## src/rtl/hub75_pkg.sv

```systemverilog
// Shared types and constants for the HUB75 line-capture block.
// Provides default geometry, pixel types, bus bit positions and FSM states.
package hub75_pkg;

   localparam int COLS_DEF     = 64;
   localparam int ROW_BITS_DEF = 5;

   // Raw HUB75 bus as seen by the synchronizer:
   // [5:0] {R1,G1,B1,R2,G2,B2}, [10:6] {E,D,C,B,A},
   // [11] hub_clk, [12] LAT, [13] OE_N
   localparam int HUB_W    = 14;
   localparam int ADDR_LSB = 6;
   localparam int BIT_CLK  = 11;
   localparam int BIT_LAT  = 12;
   localparam int BIT_OE   = 13;

   typedef logic [2:0] rgb_t;

   typedef struct packed {
      rgb_t upper;
      rgb_t lower;
   } hub_pix_t;

   typedef enum logic {
      ST_IDLE,
      ST_DUMP
   } cap_state_t;

   function automatic int addr_w(input int cols, input int row_bits);
      return 1 + row_bits + $clog2(cols);
   endfunction

   localparam int ADDR_W_DEF = 1 + ROW_BITS_DEF + $clog2(COLS_DEF);

endpackage

```

## src/rtl/hub75_input_sync.sv

```systemverilog
// Synchronizes the raw HUB75 bus into clk_in and flags hub_clk/LAT rises.
// Ports: clk_in, rst_n, raw bus in; synchronized levels, clk_rise, lat_rise.
module hub75_input_sync
   import hub75_pkg::*;
#(
   parameter int STAGES = 2
) (
   input  logic             clk_in,
   input  logic             rst_n,
   input  logic [HUB_W-1:0] raw,
   output logic [HUB_W-1:0] lvl,
   output logic             clk_rise,
   output logic             lat_rise
);

   logic [HUB_W-1:0] sr [STAGES];
   logic             clk_prev;
   logic             lat_prev;

   always_ff @(posedge clk_in) begin
      if (!rst_n) begin
         for (int i = 0; i < STAGES; i++) begin
            sr[i] <= '0;
         end
         clk_prev <= 1'b0;
         lat_prev <= 1'b0;
      end else begin
         sr[0] <= raw;
         for (int i = 1; i < STAGES; i++) begin
            sr[i] <= sr[i-1];
         end
         clk_prev <= sr[STAGES-1][BIT_CLK];
         lat_prev <= sr[STAGES-1][BIT_LAT];
      end
   end

   // Levels and rise pulses come from the same flop, so colour
   // data is aligned with the clk_rise that qualifies it.
   assign lvl      = sr[STAGES-1];
   assign clk_rise = sr[STAGES-1][BIT_CLK] & ~clk_prev;
   assign lat_rise = sr[STAGES-1][BIT_LAT] & ~lat_prev;

endmodule

```

## src/rtl/hub75_line_capture.sv

```systemverilog
// Reconstructs latched HUB75 line pairs and streams them to a frame store.
// Ports: HUB75 bus in; wr_en/wr_addr/wr_data out; line/frame/error pulses, busy.
module hub75_line_capture
   import hub75_pkg::*;
#(
   parameter int COLS        = COLS_DEF,
   parameter int ROW_BITS    = ROW_BITS_DEF,
   parameter int SYNC_STAGES = 2
) (
   input  logic                          clk_in,
   input  logic                          rst_n,
   input  logic                          R1_data,
   input  logic                          G1_data,
   input  logic                          B1_data,
   input  logic                          R2_data,
   input  logic                          G2_data,
   input  logic                          B2_data,
   input  logic                          A,
   input  logic                          B,
   input  logic                          C,
   input  logic                          D,
   input  logic                          E,
   input  logic                          hub_clk,
   input  logic                          LAT,
   input  logic                          OE_N,
   output logic                          wr_en,
   output logic [ROW_BITS+$clog2(COLS):0] wr_addr,
   output logic [2:0]                    wr_data,
   output logic                          line_done,
   output logic                          frame_done,
   output logic                          len_err,
   output logic                          ovr_err,
   output logic                          busy
);

   localparam int COL_W  = $clog2(COLS);
   localparam int CNT_W  = COL_W + 1;
   localparam int ADDR_W = addr_w(COLS, ROW_BITS);

   localparam logic [CNT_W-1:0] COLS_C  = CNT_W'(COLS);
   localparam logic [CNT_W-1:0] CNT_ONE = CNT_W'(1);
   localparam logic [COL_W:0]   IDX_ONE = (COL_W+1)'(1);

   logic [HUB_W-1:0]    raw;
   logic [HUB_W-1:0]    lvl;
   logic                clk_rise;
   logic                lat_rise;
   logic                unused_lvl;

   hub_pix_t            pix;
   logic [ROW_BITS-1:0] row_in;

   hub_pix_t            cap_buf [COLS];
   hub_pix_t            dmp_buf [COLS];

   logic [CNT_W-1:0]    col_cnt;
   logic                line_bad;
   logic [ROW_BITS-1:0] row_q;
   logic [COL_W:0]      dmp_idx;

   cap_state_t          state_q;
   cap_state_t          state_d;

   logic                len_ok;
   logic                accept;
   logic                last_wr;
   hub_pix_t            dmp_pix;

   assign raw = {OE_N, LAT, hub_clk,
                 E, D, C, B, A,
                 R1_data, G1_data, B1_data,
                 R2_data, G2_data, B2_data};

   hub75_input_sync #(
      .STAGES (SYNC_STAGES)
   ) u_sync (
      .clk_in   (clk_in),
      .rst_n    (rst_n),
      .raw      (raw),
      .lvl      (lvl),
      .clk_rise (clk_rise),
      .lat_rise (lat_rise)
   );

   assign pix    = hub_pix_t'(lvl[5:0]);
   assign row_in = lvl[ADDR_LSB +: ROW_BITS];

   // OE_N, the strobe levels and any row lines beyond ROW_BITS
   // are observed but never steer capture.
   assign unused_lvl = ^lvl;

   // A line is good only if exactly COLS clocks arrived since the
   // previous latch; overflow clocks set line_bad instead of counting.
   assign len_ok  = !line_bad && (col_cnt == COLS_C);
   assign accept  = lat_rise && len_ok && (state_q == ST_IDLE);
   assign last_wr = (state_q == ST_DUMP) && (dmp_idx == '1);
   assign dmp_pix = dmp_buf[dmp_idx[COL_W-1:0]];

   always_ff @(posedge clk_in) begin
      if (!rst_n) begin
         col_cnt  <= '0;
         line_bad <= 1'b0;
      end else if (lat_rise) begin
         line_bad <= 1'b0;
         col_cnt  <= clk_rise ? CNT_ONE : '0;
      end else if (clk_rise) begin
         if (col_cnt == COLS_C) begin
            line_bad <= 1'b1;
         end else begin
            col_cnt <= col_cnt + CNT_ONE;
         end
      end
   end

   // Pixel storage carries no reset: validity lives in col_cnt/state.
   // A clock rise coincident with a latch opens the next line, and
   // the copy below still sees the old column 0.
   always_ff @(posedge clk_in) begin
      if (clk_rise) begin
         if (lat_rise) begin
            cap_buf[0] <= pix;
         end else if (col_cnt < COLS_C) begin
            cap_buf[col_cnt[COL_W-1:0]] <= pix;
         end
      end
      if (accept) begin
         dmp_buf <= cap_buf;
      end
   end

   always_ff @(posedge clk_in) begin
      if (!rst_n) begin
         state_q <= ST_IDLE;
      end else begin
         state_q <= state_d;
      end
   end

   always_comb begin
      state_d = state_q;
      wr_en   = 1'b0;
      busy    = 1'b0;
      wr_addr = '0;
      wr_data = '0;
      unique case (state_q)
         ST_IDLE: begin
            if (accept) begin
               state_d = ST_DUMP;
            end
         end
         ST_DUMP: begin
            wr_en   = 1'b1;
            busy    = 1'b1;
            wr_addr = ADDR_W'({dmp_idx[COL_W], row_q,
                               dmp_idx[COL_W-1:0]});
            wr_data = dmp_idx[COL_W] ? dmp_pix.lower
                                     : dmp_pix.upper;
            if (last_wr) begin
               state_d = ST_IDLE;
            end
         end
      endcase
   end

   always_ff @(posedge clk_in) begin
      if (!rst_n) begin
         dmp_idx    <= '0;
         row_q      <= '0;
         line_done  <= 1'b0;
         frame_done <= 1'b0;
         len_err    <= 1'b0;
         ovr_err    <= 1'b0;
      end else begin
         if (accept) begin
            row_q   <= row_in;
            dmp_idx <= '0;
         end else if (state_q == ST_DUMP) begin
            dmp_idx <= dmp_idx + IDX_ONE;
         end
         line_done  <= last_wr;
         frame_done <= last_wr && (&row_q);
         len_err    <= lat_rise && !len_ok;
         ovr_err    <= lat_rise && len_ok
                       && (state_q == ST_DUMP);
      end
   end

endmodule

```

## config.mk

```make
export PLATFORM = sky130hd
export DESIGN_NAME = hub75_line_capture
export DESIGN_NICKNAME = d
export VERILOG_FILES = /design/src/rtl/hub75_pkg.sv /design/src/rtl/hub75_input_sync.sv /design/src/rtl/hub75_line_capture.sv
export SDC_FILE = /design/constraint.sdc
export NUM_CORES = 1
export LEC_CHECK = 0
export CAP_MARGIN = 20
export CORE_MARGIN = 2
export CORE_UTILIZATION = 55
export CTS_BUF_LIST = sky130_fd_sc_hd__clkbuf_4
export DETAILED_ROUTE_END_ITERATION = 8
export GPL_TIMING_DRIVEN = 1
export PLACE_DENSITY = 0.71
export SETUP_SLACK_MARGIN = 0.15
export SYNTH_ARGS = -nofsm -noshare
export SYNTH_HDL_FRONTEND = slang
export SYNTH_SLANG_ARGS = --single-unit
```

## constraint.sdc

```tcl
create_clock -name clk_in -period 26.7 [get_ports clk_in]
set_input_delay 8.01 -clock clk_in [delete_from_list [all_inputs] [get_ports clk_in]]
set_output_delay 8.01 -clock clk_in [all_outputs]
set_load 0.03 [all_outputs]
```

# After elaboration in Yosys (flattened, before gate mapping)
# Memories as Yosys holds them, arrays and structs flattened.
# Index checks and enable logic that the tools add are counted.
# word_totals
register_bits	795
latchBits	0
ram_bits	28
rom_bits	0
in_bits	16
output_inout_bits	21
elab_cells	330
n_memories	1
# mem_list
memory	words	word_bits	rd	rd_clocked_by_memory_dff	write_ports	line_no	source
u_sync.sr	2	14	2	0	2	hub75_input_sync.sv:16	logic [HUB_W-1:0] sr [STAGES];
# op_classes
addsub	2
mul	0
n_div	0
magnitude_cmp	4
eq_ne	3
shifts	0
mux	23
n_bitwise	11
n_reduce_logical	19
# ops
operator	n
$bwmux 384	1
$mux 384	1
$bmux 6 s6	1
$demux 6 s6	1
$mux 14	2
$mux 6	4
$mux 7	3
$add 7x1->7 const B	2
$eq 7x7->1 const B	2
$ge 7x7->1 const B	2
$not 6->7	2
$mux 12	1
$logic_and 1x1->1	8
$lt 7x1->1 const B	1
$lt 7x7->1 const B	1
$mux 1	6
$mux 3	2
$reduce_and 2->1	3
$not 1->1	5
$reduce_and 5->1	1
$reduce_bool 2->1	2
$reduce_or 2->1	2
$reduce_and 3->1	1
$and 1x1->1	2
other kinds (4)	6

# Logic depth before layout (Yosys ltp)
# Gate-level depths: netlist of the first run.
# logic_depth
word_depth	8
depth_mapped	10
mapped_depth_nobuf	8

# Hierarchy
# From an unflattened synthesis of the first run, not the netlist that was laid out.
# hier_totals
hier_cells	1399
area_unflattened_um2	28925.2
# by_module_without_submodules
mod	instances	cells_each	area_each_um2	seq_area_each_um2
hub75_line_capture	1	1320	27995.6	23562.6
hub75_input_sync	1	79	929.6	600.6

# Worst setup path before layout of the first run
# OpenSTA, ideal clock, no wires.
# synth_path
kind	reg-to-reg
start	register col_cnt[4]
end	register row_q[0]
setup_time_ps	126
t_arrival_ps	10913
slack_ps	15662
stages_incl_launch_ff	9
path_buffers	2
period_less_slack_ps	11038
cell_sequence	dfxtp_1 -> buf_6 -> or3_1 -> buf_6 -> nor3_4 -> nand2b_2 -> nor3_4 -> mux2i_1 -> nor2b_1
# synth_via
elab_chain_len	4
# synth_lines
element	line_no	source
start: declaration	hub75_line_capture.sv:56	logic [CNT_W-1:0] col_cnt;
start signal: assignment	hub75_line_capture.sv:105	col_cnt <= clk_rise ? CNT_ONE : '0;
start signal: assignment	hub75_line_capture.sv:110	col_cnt <= col_cnt + CNT_ONE;
$eq 7x7->1	hub75_line_capture.sv:94	assign len_ok = !line_bad && (col_cnt == COLS_C);
$logic_and 1x1->1	hub75_line_capture.sv:94	
$logic_and 1x1->1 (2 in a row)	hub75_line_capture.sv:95	assign accept = lat_rise && len_ok && (state_q == ST_IDLE);
net accept	hub75_line_capture.sv:65	logic accept;
end signal: assignment	hub75_line_capture.sv:175	row_q <= row_in;
end: declaration	hub75_line_capture.sv:58	logic [ROW_BITS-1:0] row_q;
# The timed path passes the listed nets, and every way through them passes these cells.
# A chain may end at the register's enable or synchronous reset.

# Final worst setup path of the first run
# layout_path
start	register dmp_idx[2]
end	output port wr_data[1]
# layout_via
elab_chain_len	6
# layout_lines
element	line_no	source
start: declaration	hub75_line_capture.sv:59	logic [COL_W:0] dmp_idx;
start signal: assignment	hub75_line_capture.sv:178	dmp_idx <= dmp_idx + IDX_ONE;
$not 6->7 (not written as such)	hub75_line_capture.sv:97	assign dmp_pix = dmp_buf[dmp_idx[COL_W-1:0]];
$bmux 6 s6	hub75_line_capture.sv:97	
$mux 6 (not written as such) (2 in a row)	hub75_line_capture.sv:97	
$mux 3	hub75_line_capture.sv:156	wr_data = dmp_idx[COL_W] ? dmp_pix.lower
$mux 3	hub75_line_capture.sv:145	unique case (state_q)
end: declaration	hub75_line_capture.sv:28	output logic [2:0] wr_data,
# Every way passes these cells. The select of a mux whose other input is x is not followed.

==> impl.org, run 1 <==
** CTS
- In this run, CTS created clock tree buffers numbering 192.
- Once the clock tree was built, the setup fixing pass inserted 0 buffers.
- The clock passes through at most 3 buffers.
- Clock latency on the worst-skew pair, taken at its later pin, is 1.00 ns.
- CTS tree :: yes
- After clock tree synthesis, the clock-pin slew on the worst setup and hold paths is 0.06 ns.
- Root cell of the clock tree :: sky130_fd_sc_hd__clkbuf_4
- Gates resized during post-CTS repair numbered 0.
- In this run, post-CTS hold repair placed 0 buffers.
- H-tree depth :: 4
- Counting every sink on the clock net gives 821.

** Timing
- Clock Skews :: 0.0563 ns
- Hold Vio Cnt, Final :: 0
- Transition time at the pin with the least slew margin :: 1.05 ns
- RSZ-0062 raised after global routing :: false
- Finish-stage setup viols :: 0
- Adding up every negative setup slack in the final design gives 0 ns.
- Relative max-transition margin :: 0.299
- After layout, the minimum clock period comes to 13.34 ns.
- Period utilisation layout :: 0.500
- Timing would allow up to 0.0750 GHz.
- The number of max-slew violations in the final report was 0.

** Critical path
- Req. time, crit path :: 18.69 ns
- STA classifies the critical path endpoint as an output pin.
- Startpoint types :: flip-flop
- Highest net fanout along the worst path :: 43
- Data arrival time of the critical path :: 5.33 ns
- By startpoint and endpoint, the worst setup path is classified as flip-flop to output pin.

** Finish
- Area of all placed cells without fillers :: 32300 µm²
- The net count of the finished layout is 1600.
- Measured on the finished design, the core utilization comes to 0.628.
- In the final layout, the share of cells above drive strength 1 is 0.234.
- From synthesis to final layout, the design area changed by 12.3%.

** Detailed routing
- DRC errors left :: 0
- Drt initial violations :: 1376
- In this run the remaining antenna-violating nets after routing total 0.
- Wirelength, routed :: 53200 µm
- Via count of the routed design :: 13452
- The first TritonRoute pass finished after 5 iterations.
- Dividing the detail-routed wire length by the instance count gives 22.1 µm.
- Using the TritonRoute via totals, the vias-per-cell ratio works out to 5.58.

** Floorplan
- The floorplan step defined a core boundary enclosing 51500 µm².
- Y dimension of the die :: 233 µm
- Number of core rows :: 83
- The die is 233 µm wide.
- I/O pin total :: 37
- Die Outline Area :: 54200 µm²
- Starting Density :: 0.559

** Place
- Standard cell area after detailed placement :: 29900 µm²
- The congestion estimate from routability-driven global placement came to 0.854.
- Detailed placement finished with a half-perimeter wire length of 29900 µm.
- Number of I/O port buffers :: 35

** Global route
- Summed over all layers, the global routing overflow is 0.
- In the global route stage, overall resource usage came out at 0.207.
- Via count of the first global-routing pass :: 13859
- The number of antenna violations at the first check in global routing was 2.
- Pin count of the biggest net entering global routing :: 90
- The first global-routing pass estimated 80400 µm of wire.

** Run
- The tool flagged a number of max-cap violations equal to 0.

** Synth
- Main flop type after synthesis :: sky130_fd_sc_hd__edfxtp_1
- Post-synth cell types :: 54
- The average instance in the mapped netlist occupies 20.7 µm².
- Cell area after synthesis :: 28800 µm²
- Yosys printed 0 warnings.
- Of the post-synthesis cell area, the dominant cell type holds 0.801.
- Synthesis produced 1389 cells.
- sky130_fd_sc_hd__edfxtp_1 takes more of the synthesized area than any other cell.
- Sequential-to-total area share from yosys stat :: 0.838
- Commonest cells in the netlist :: 768 x sky130_fd_sc_hd__edfxtp_1, 90 x sky130_fd_sc_hd__nor2_1, 74 x sky130_fd_sc_hd__mux2i_1, 68 x sky130_fd_sc_hd__mux4_2, 53 x sky130_fd_sc_hd__dfxtp_1
- Count of state elements after synthesis :: 821
- The number of nets handed over by synthesis was 1408.
- Ys async rst share :: 0
- Top area cells in the synthesized netlist :: sky130_fd_sc_hd__edfxtp_1 80%, sky130_fd_sc_hd__mux4_2 5.3%, sky130_fd_sc_hd__dfxtp_1 3.7%
- Most frequently used cell type in the post-synthesis netlist :: sky130_fd_sc_hd__edfxtp_1
- The synthesized design contains 768 enable-type register cells.

** Power
- The worst-case IR drop observed on VDD is 0.0317 mV.
- Summed over all cells, the static leakage comes to 11.3 nW.
- Total power per unit cell area :: 73.6 nW/µm²

** Status
- Status :: complete, no violations

** Worst hold path
- The path class of the tightest hold or removal check is flip-flop to flip-flop.
cell usage in the layout, fill, tap and decap left out, types with 29 or more instances in the layout:
| master | count |
|---|---|
| sky130_fd_sc_hd__and2_1 | 41 |
| sky130_fd_sc_hd__clkbuf_4 | 278 |
| sky130_fd_sc_hd__clkdlybuf4s50_1 | 35 |
| sky130_fd_sc_hd__clkinv_1 | 46 |
| sky130_fd_sc_hd__dfxtp_1 | 44 |
| sky130_fd_sc_hd__edfxtp_1 | 768 |
| sky130_fd_sc_hd__mux2i_1 | 74 |
| sky130_fd_sc_hd__mux4_2 | 68 |
| sky130_fd_sc_hd__nand2_1 | 34 |
| sky130_fd_sc_hd__nor2_1 | 90 |
| sky130_fd_sc_hd__nor2b_1 | 29 |
where the power goes:
part           switching (mW)  total [mW]  internal, mW
clock                   0.463       0.970         0.507
combinational          0.0112      0.0152       0.00407
sequential           0.000667        1.39          1.39
total                   0.475        2.38          1.90
kinds of logic after synthesis:
logic type,after synthesis,share of synthesized area
xor gates and xnor gates,9,0.00274
adders and majority gates,3,0.00130
buffers and inverters,63,0.0111
AOI/OAI and AO/OA,73,0.0172
DFF,821,0.838
muxes,148,0.0812
and+or+nand+nor,272,0.0489
sequential cells by signal, summed over array words and instances, names as in the netlist:
signal,cells
cap_buf,384
dmp_buf,384
u_sync.sr,26
col_cnt,7
dmp_idx,7
row_q,5
frame_done,1
len_err,1
line_bad,1
line_done,1
ovr_err,1
state_q,1
u_sync.clk_prev,1
u_sync.lat_prev,1
path summary, 6_finish.rpt:
check          startpoint            to  slack [ns]  cells after the start
max            dmp_idx[2]    wr_data[1]       13.36                      9
min          cap_buf[109]  dmp_buf[109]        0.37                      0
max reg2reg    col_cnt[4]  dmp_buf[332]       22.31                      8
min reg2reg  cap_buf[109]  dmp_buf[109]        0.37                      0
worst max-delay path, stage by stage (launching register included):
cell and delay, ns:
sky130_fd_sc_hd__dfxtp_4 0.67, sky130_fd_sc_hd__buf_4 0.61, sky130_fd_sc_hd__buf_4 0.60, sky130_fd_sc_hd__nor2b_1 0.09
sky130_fd_sc_hd__a2111oi_0 0.73, sky130_fd_sc_hd__a211oi_1 0.15, sky130_fd_sc_hd__a221o_1 0.39, sky130_fd_sc_hd__nand4_1 0.14
sky130_fd_sc_hd__nand4_1 0.20, sky130_fd_sc_hd__clkdlybuf4s50_1 0.65
per-stage QoR:
step,hold slack [ns],cells,power (mW),setup slack (ns)
floorplan,0.400,1389,1.43,15.66
global placement,0.400,2065,1.44,14.41
detailed placement,0.405,2065,1.44,14.39
CTS,0.375,2407,2.40,13.27
global route,0.377,2411,2.47,13.06
finish,0.375,2411,2.38,13.36
routing by layer:
layer,up-vias,global-route usage,share of wire
li1,6015,-,-
met3,91,0.0635,0.084
met2,567,0.324,0.49
met4,0,0.0818,0.021
met1,6779,0.275,0.41
met5,-,0,0
cell type report:
| type | instances | area, µm² |
|---|---|---|
| fillers | 3621 | 19200 |
| diodes | 2 | 5.00 |
| clock buffers | 278 | 2090 |
| well taps | 680 | 851 |
| inverters | 5 | 18.8 |
| flip-flops and latches | 821 | 24100 |
| repair buffers | 56 | 548 |
| clock inverters | 64 | 334 |
| multi-input cells | 505 | 4360 |
No activity file was read; power rests on OpenSTA's default activity.
==> run 2, diff against run 1 <==
Settings changed: PLACE_DENSITY 0.71 to 0.74.
Clock period 26.7 ns to 11.08 ns, I/O delays scaled along.
==> impl.org, run 2 (synthesized netlist as in run 1, its figures left out) <==
** Status
- Status :: complete, no violations (unchanged)

** Power
- The internal power is 4.71 mW (was 1.90 mW).
- The clock power share came to 0.419 (was 0.408).
- Final total power :: 5.85 mW (was 2.38 mW)
- The logic gate share of total power is 0.006 (about the same).
- Worst IR drop on VDD :: 0.0950 mV (was 0.0317 mV)
- Leakage dissipation :: 11.4 nW (was 11.3 nW)
- Total power per unit cell area :: 180 nW/µm² (was 73.6 nW/µm²)
- The power dissipated by switching net loads was 1.14 mW (was 0.475 mW).
- The switching part of the total power was 0.195 (was 0.200).
- The sequential share of power was 0.575 (was 0.586).

** CTS
- The clock latency on the worst-skew pair came to 1.03 ns (was 1.00 ns).
- TritonCTS Sinks :: 821 (unchanged)
- The total number of H-tree levels is 4 (unchanged).
- Maximum clock path buffer count :: 3 (unchanged)
- The CTS buffer count is 190 (was 192).
- CTS tree :: yes (unchanged)
- The post-cts repair resize count came to 0 (unchanged).
- The cts-stage hold buffer count is 0 (unchanged).
- The number of buffers inserted by post-CTS setup repair was 0 (unchanged).
- Clock-pin slew on the worst setup and hold paths :: 0.07 ns (was 0.06 ns)
- Root cell of the clock tree :: sky130_fd_sc_hd__clkbuf_4 (unchanged)

** Timing
- Finish-stage setup viols :: 0 (unchanged)
- RSZ-0062 raised after global routing :: false (unchanged)
- Max frequency :: 0.117 GHz
- Clock Skews :: 0.0582 ns (was 0.0563 ns)
- Setup tns final :: 0 ns (unchanged)
- The number of max-slew violations in the final report was 0 (unchanged).
- Transition time at the pin with the least slew margin :: 1.24 ns (was 1.05 ns)
- The routed design could run at a clock period as short as 8.57 ns.
- Of the available clock period, the critical path in the final layout requires 0.773.
- The number of hold-slack violations in the final timing report came to 0 (unchanged).
- Relative max-transition margin :: 0.175 (was 0.299)

** Detailed routing
- Via count of the routed design :: 13492 (was 13452)
- Routed wire per std cell :: 22.3 µm (was 22.1 µm)
- Wirelength, routed :: 54100 µm (was 53200 µm)
- Detail Route met2 WL :: 26600 µm (was 26000 µm)
- Top Layer Used :: met4 (unchanged)
- WL met1 :: 21700 µm (about the same)
- The met3 layer wire length in the routed design is 4850 µm (was 4450 µm).
- Drt initial violations :: 1624 (was 1376)
- The antenna violation net count after detailed routing is 0 (unchanged).
- The number of iterations in the first detailed-routing pass came to 6 (was 5).
- Vias per cell :: 5.57 (was 5.58)
- DRC errors left :: 0 (unchanged)

** Floorplan
- The number of placement rows is 83 (unchanged).
- Die Outline Area :: 54200 µm² (unchanged)
- The area of the core came to 51500 µm² (unchanged).
- Starting Density :: 0.559 (unchanged)
- Horizontal extent of the die :: 233 µm (unchanged)
- I/O pin total :: 37 (unchanged)
- The y dimension of the die is 233 µm (unchanged).

** Critical path
- The data arrival at the endpoint of the critical path was 5.24 ns (was 5.33 ns).
- The category of the most critical setup path is flip-flop to output pin (unchanged).
- Critical Path Sink Type :: output pin (unchanged)
- Highest net fanout along the worst path :: 47 (was 43)
- The data required time of the worst path is 7.76 ns (was 18.69 ns).
- The category of the worst setup path launch point is a flip-flop (unchanged).

** Global route
- Grt total ovfl :: 0 (unchanged)
- Pin count of the biggest net entering global routing :: 205 (was 90)
- Number of antenna violations at the first check in global routing :: 2 (unchanged)
- Global-route total usage across every layer :: 0.210 (was 0.207)
- The wire length of the first global-routing pass was 81300 µm (was 80400 µm).
- Via count of the first global-routing pass :: 13771 (was 13859)

** Place
- The detailed placer's ending HPWL came to 30900 µm (was 29900 µm).
- Number of I/O port buffers :: 35 (unchanged)
- The routability congestion estimate is 0.848 (was 0.854).
- The placed cell area is 29900 µm² (about the same).

** Finish
- Share of post-route cells with drive strength above 1 :: 0.241 (was 0.234)
- The area growth from synthesis to layout is 12.9% (was 12.3%).
- The summed area of non-filler cells in the final layout was 32500 µm² (was 32300 µm²).
- The total number of nets in the final design is 1596 (was 1600).
- Largest registers: cap_buf x384, dmp_buf x384, u_sync.sr x26 (unchanged).
- Commonest non-fill, non-tap cells in the layout: 768 x sky130_fd_sc_hd__edfxtp_1, 299 x sky130_fd_sc_hd__clkbuf_4, 90 x sky130_fd_sc_hd__nor2_1 (was 768 x sky130_fd_sc_hd__edfxtp_1, 278 x sky130_fd_sc_hd__clkbuf_4, 90 x sky130_fd_sc_hd__nor2_1).
- The most common library cell in the layout ignoring fill and taps was sky130_fd_sc_hd__edfxtp_1 (unchanged).

** Run
- The number of max-cap violations was 0 (unchanged).

** Worst hold path
- Hold Crit Class :: flip-flop to flip-flop (unchanged)
## run 2: changes by cell type in the layout (fill, tap and decap cells not counted), sizes merged
cell	delta
clkinvlp	-1
bufinv	+2
inv	-4
buf	-2
diode	+3
clkbuf	+21
clkinv	-6
## run 2: worst max-delay path, stage by stage, from the launching register on
cell and delay (ns):
sky130_fd_sc_hd__dfxtp_4 1.01, sky130_fd_sc_hd__buf_4 0.65, sky130_fd_sc_hd__nand3_1 0.43, sky130_fd_sc_hd__o22ai_1 0.28, sky130_fd_sc_hd__nor4_1 0.13, sky130_fd_sc_hd__a21oi_1 0.23
sky130_fd_sc_hd__o21ai_0 0.20, sky130_fd_sc_hd__a211oi_1 0.53, sky130_fd_sc_hd__clkdlybuf4s50_1 0.77
## run 2: metal layers
metal  vias to the layer above  GRT usage
met1                      6785      0.283
met4                         0     0.0756
met3                        69     0.0638
met2                       610      0.327
met5                         -          0
li1                       6028          -
## run 2: area by class of cell
cell class                      instances  area, µm²
Antenna cell                            5       12.5
Clock buffer                          299       2240
Clock inverter                         55        350
Fill cell                            3542      19000
Inverter                                5       18.8
Multi-Input combinational cell        505       4360
Sequential cell                       821      24100
Tap cell                              680        851
Timing Repair Buffer                   54        533
## run 2: power by group through the flow
stage               sequential (mW)  combinational (mW)  clock [mW]
floorplan                      3.44             0.00908           0
global placement               3.43              0.0324           0
detailed placement             3.43              0.0340           0
CTS                            3.36              0.0339        2.51
global route                   3.36              0.0373        2.68
finish                         3.36              0.0342        2.45
## run 2: through the flow
stage | worst slack [ns] | hold WS, ns | std cells | util
5_1_grt | 2.09 | 0.379 | 2424 | 0.631
2_1_floorplan | 0.0812 | 0.400 | 1389 | -
3_3_place_gp | 3.59 | 0.400 | 2063 | 0.580
3_5_place_dp | 3.53 | 0.405 | 2063 | 0.580
4_1_cts | 2.43 | 0.378 | 2417 | 0.630
6_report | 2.51 | 0.384 | 2424 | 0.631
## run 2: final timing paths
path | slack (ns) | startpoint | to | cells past startpoint
min | 0.38 | cap_buf[276] | dmp_buf[276] | 0
min reg2reg | 0.38 | cap_buf[276] | dmp_buf[276] | 0
max reg2reg | 7.51 | col_cnt[3] | dmp_buf[290] | 7
max | 2.51 | dmp_idx[1] | wr_data[0] | 8
==> run 3, diff against run 2 <==
Clock period 11.08 ns to 7.4 ns, I/O delays scaled along.
==> impl.org, run 3 (synthesized netlist as in run 1, its figures left out) <==
** Detailed routing
- The number of iterations in the first detailed-routing pass came to 5 (was 6).
- The remaining routing DRC violations came to 0 (unchanged).
- The antenna violation net count after detailed routing came to 0 (unchanged).
- The routed via count came to 13564 (was 13492).
- The post-detailed-route via-to-cell ratio is 5.64 (was 5.57).
- Drt initial violations :: 1551 (was 1624)
- Wirelength, routed :: 54000 µm (was 54100 µm)
- The average wire per standard cell came to 22.5 µm (was 22.3 µm).

** Critical path
- The sort of element at the end of the critical path is an output pin (unchanged).
- Crit path kind :: flip-flop to output pin (unchanged)
- Req. time, crit path :: 5.18 ns (was 7.76 ns)
- The number of cells on the worst reg-to-reg path was 6 (was 7).
- The data arrival at the endpoint of the critical path came to 4.73 ns (was 5.24 ns).
- Highest net fanout along the worst path :: 56 (was 47)
- Startpoint types :: flip-flop (unchanged)

** Worst hold path
- The worst hold path class is flip-flop to flip-flop (unchanged).
- Worst hold path cell count :: 0 (unchanged)

** Timing
- RSZ-0062 raised after global routing :: false (unchanged)
- The number of max-slew violations in the final report came to 0 (unchanged).
- Period utilisation layout :: 0.939
- Hold Vio Cnt, Final :: 0 (unchanged)
- The count of endpoints failing setup in the final report was 0 (unchanged).
- Transition time at the pin with the least slew margin :: 1.23 ns (was 1.24 ns)
- Hold_ws :: 0.378 ns (was 0.384 ns)
- The final sum of negative setup slack is 0 ns (unchanged).
- The routed design could run at a clock period as short as 6.95 ns.
- Relative max-transition margin :: 0.179 (was 0.175)
- Clock Skews :: 0.0596 ns (was 0.0582 ns)
- Based on the critical path, the design can be clocked at up to 0.144 GHz.

** Floorplan
- The y dimension of the die is 233 µm (unchanged).
- Horizontal extent of the die :: 233 µm (unchanged)
- Starting Density :: 0.559 (unchanged)
- The overall die area came to 54200 µm² (unchanged).
- The number of placement rows came to 83 (unchanged).
- The boundary pin count is 37 (unchanged).
- Floorplan Core Area :: 51500 µm² (unchanged)

** CTS
- Root cell of the clock tree :: sky130_fd_sc_hd__clkbuf_4 (unchanged)
- The count of clock tree sinks came to 821 (unchanged).
- H-tree depth :: 4 (unchanged)
- Clock-pin slew on the worst setup and hold paths :: 0.07 ns (about the same)
- Post-CTS Repair Setup Buffers :: 0 (unchanged)
- The clock latency on the worst-skew pair came to 1.01 ns (was 1.03 ns).
- The cts-stage hold buffer count was 0 (unchanged).
- The post-cts repair resize count was 0 (unchanged).
- Maximum clock path buffer count :: 3 (unchanged)
- The CTS buffer count was 195 (was 190).
- The clock tree from TritonCTS was yes (unchanged).

** Power
- The peak supply drop is 0.139 mV (was 0.0950 mV).
- Final total power :: 8.69 mW (was 5.85 mW)
- Total power per unit cell area :: 268 nW/µm² (was 180 nW/µm²)
- Leakage dissipation :: 11.3 nW (was 11.4 nW)

** Global route
- Grt total ovfl :: 0 (unchanged)
- The wire length of the first global-routing pass was 80700 µm (was 81300 µm).
- The number of global-route vias before repair came to 13826 (was 13771).
- Number of antenna violations at the first check in global routing :: 2 (unchanged)
- The overall global routing resource usage is 0.207 (was 0.210).
- Pin count of the biggest net entering global routing :: 224 (was 205)

** Finish
- Largest registers: cap_buf x384, dmp_buf x384, u_sync.sr x26 (unchanged).
- The share of final-layout standard cells stronger than drive strength 1 was 0.238 (was 0.241).
- Commonest non-fill, non-tap cells in the layout :: 768 x sky130_fd_sc_hd__edfxtp_1, 284 x sky130_fd_sc_hd__clkbuf_4, 90 x sky130_fd_sc_hd__nor2_1 (was 768 x sky130_fd_sc_hd__edfxtp_1, 299 x sky130_fd_sc_hd__clkbuf_4, 90 x sky130_fd_sc_hd__nor2_1)
- Post-synthesis to final-layout area growth :: 12.5% (was 12.9%)
- Area of all placed cells without fillers :: 32400 µm² (was 32500 µm²)
- Most common library cell in the layout ignoring fill and taps :: sky130_fd_sc_hd__edfxtp_1 (unchanged)
- End-of-flow core utilization :: 0.629 (was 0.631)
- Nets :: 1602 (was 1596)

** Run
- Max-capacitance violation count :: 0 (unchanged)

** Place
- Final weighted congestion in routability-driven placement :: 0.834 (was 0.848)
- Placed wire-length estimate :: 30100 µm (was 30900 µm)
- The number of port buffers was 35 (unchanged).
- Standard cell area after detailed placement :: 29900 µm² (about the same)

** Status
- Status :: complete, no violations (unchanged)
run 3: cell types whose count changed in the layout (fill, tap and decap cells not counted), sizes merged:
cell      before  now
clkinv        46   40
buf           19   20
diode          5    2
bufinv         5    4
inv            8    6
clkbuf       299  284
clkinvlp       1    6
run 3: layout make-up:
type,count,area (µm²)
inverter,5,18.8
timing repair buffer,55,546
sequential,821,24100
antenna,2,5.00
clock inverter,51,348
clock buffer,284,2130
multi-input combinational,505,4360
fill,3529,19100
tap,680,851
run 3: final timing paths:
| kind | from | slack (ns) | end |
|---|---|---|---|
| worst min register to register | cap_buf[301] | 0.38 | dmp_buf[301] |
| worst min-delay path | cap_buf[301] | 0.38 | dmp_buf[301] |
| worst max-delay path | dmp_idx[0] | 0.45 | wr_data[2] |
| worst max register to register | col_cnt[3] | 3.65 | dmp_buf[305] |
run 3: routing by layer:
layer / wire [µm] / vias up / GRT usage / part of all wire
met5: 13 / - / 0 / 0.00024
met4: 1300 / 2 / 0.0912 / 0.024
met2: 25700 / 617 / 0.313 / 0.48
met1: 22200 / 6813 / 0.276 / 0.41
met3: 4800 / 109 / 0.0700 / 0.089
li1: - / 6023 / - / -
run 3: power by group:
| group | total [mW] | switching (mW) | internal [mW] | leakage, nW |
|---|---|---|---|---|
| Clock | 3.60 | 1.70 | 1.89 | 1.45 |
| Sequential | 5.03 | 0.00256 | 5.03 | 8.52 |
| Combinational | 0.0553 | 0.0401 | 0.0151 | 1.31 |
| Total | 8.69 | 1.75 | 6.94 | 11.3 |
run 3: per-stage QoR:
| step | std cells | worst slack, ns |
|---|---|---|
| 6_report | 2403 | 0.454 |
| 5_1_grt | 2402 | 0.180 |
| 3_3_place_gp | 2065 | 1.53 |
| 4_1_cts | 2400 | 0.400 |
| 3_5_place_dp | 2065 | 1.52 |
| 2_1_floorplan | 1389 | -3.60 |
run 3: worst max-delay path: stages, from the launching register on:
cell	delay [ns]
sky130_fd_sc_hd__dfxtp_4	1.03
sky130_fd_sc_hd__buf_4	0.40
sky130_fd_sc_hd__mux2i_1	0.22
sky130_fd_sc_hd__o22ai_1	0.11
sky130_fd_sc_hd__nor4_1	0.68
sky130_fd_sc_hd__o21ai_0	0.17
sky130_fd_sc_hd__nand4_1	0.17
sky130_fd_sc_hd__nand4_1	0.24
sky130_fd_sc_hd__clkdlybuf4s50_1	0.67
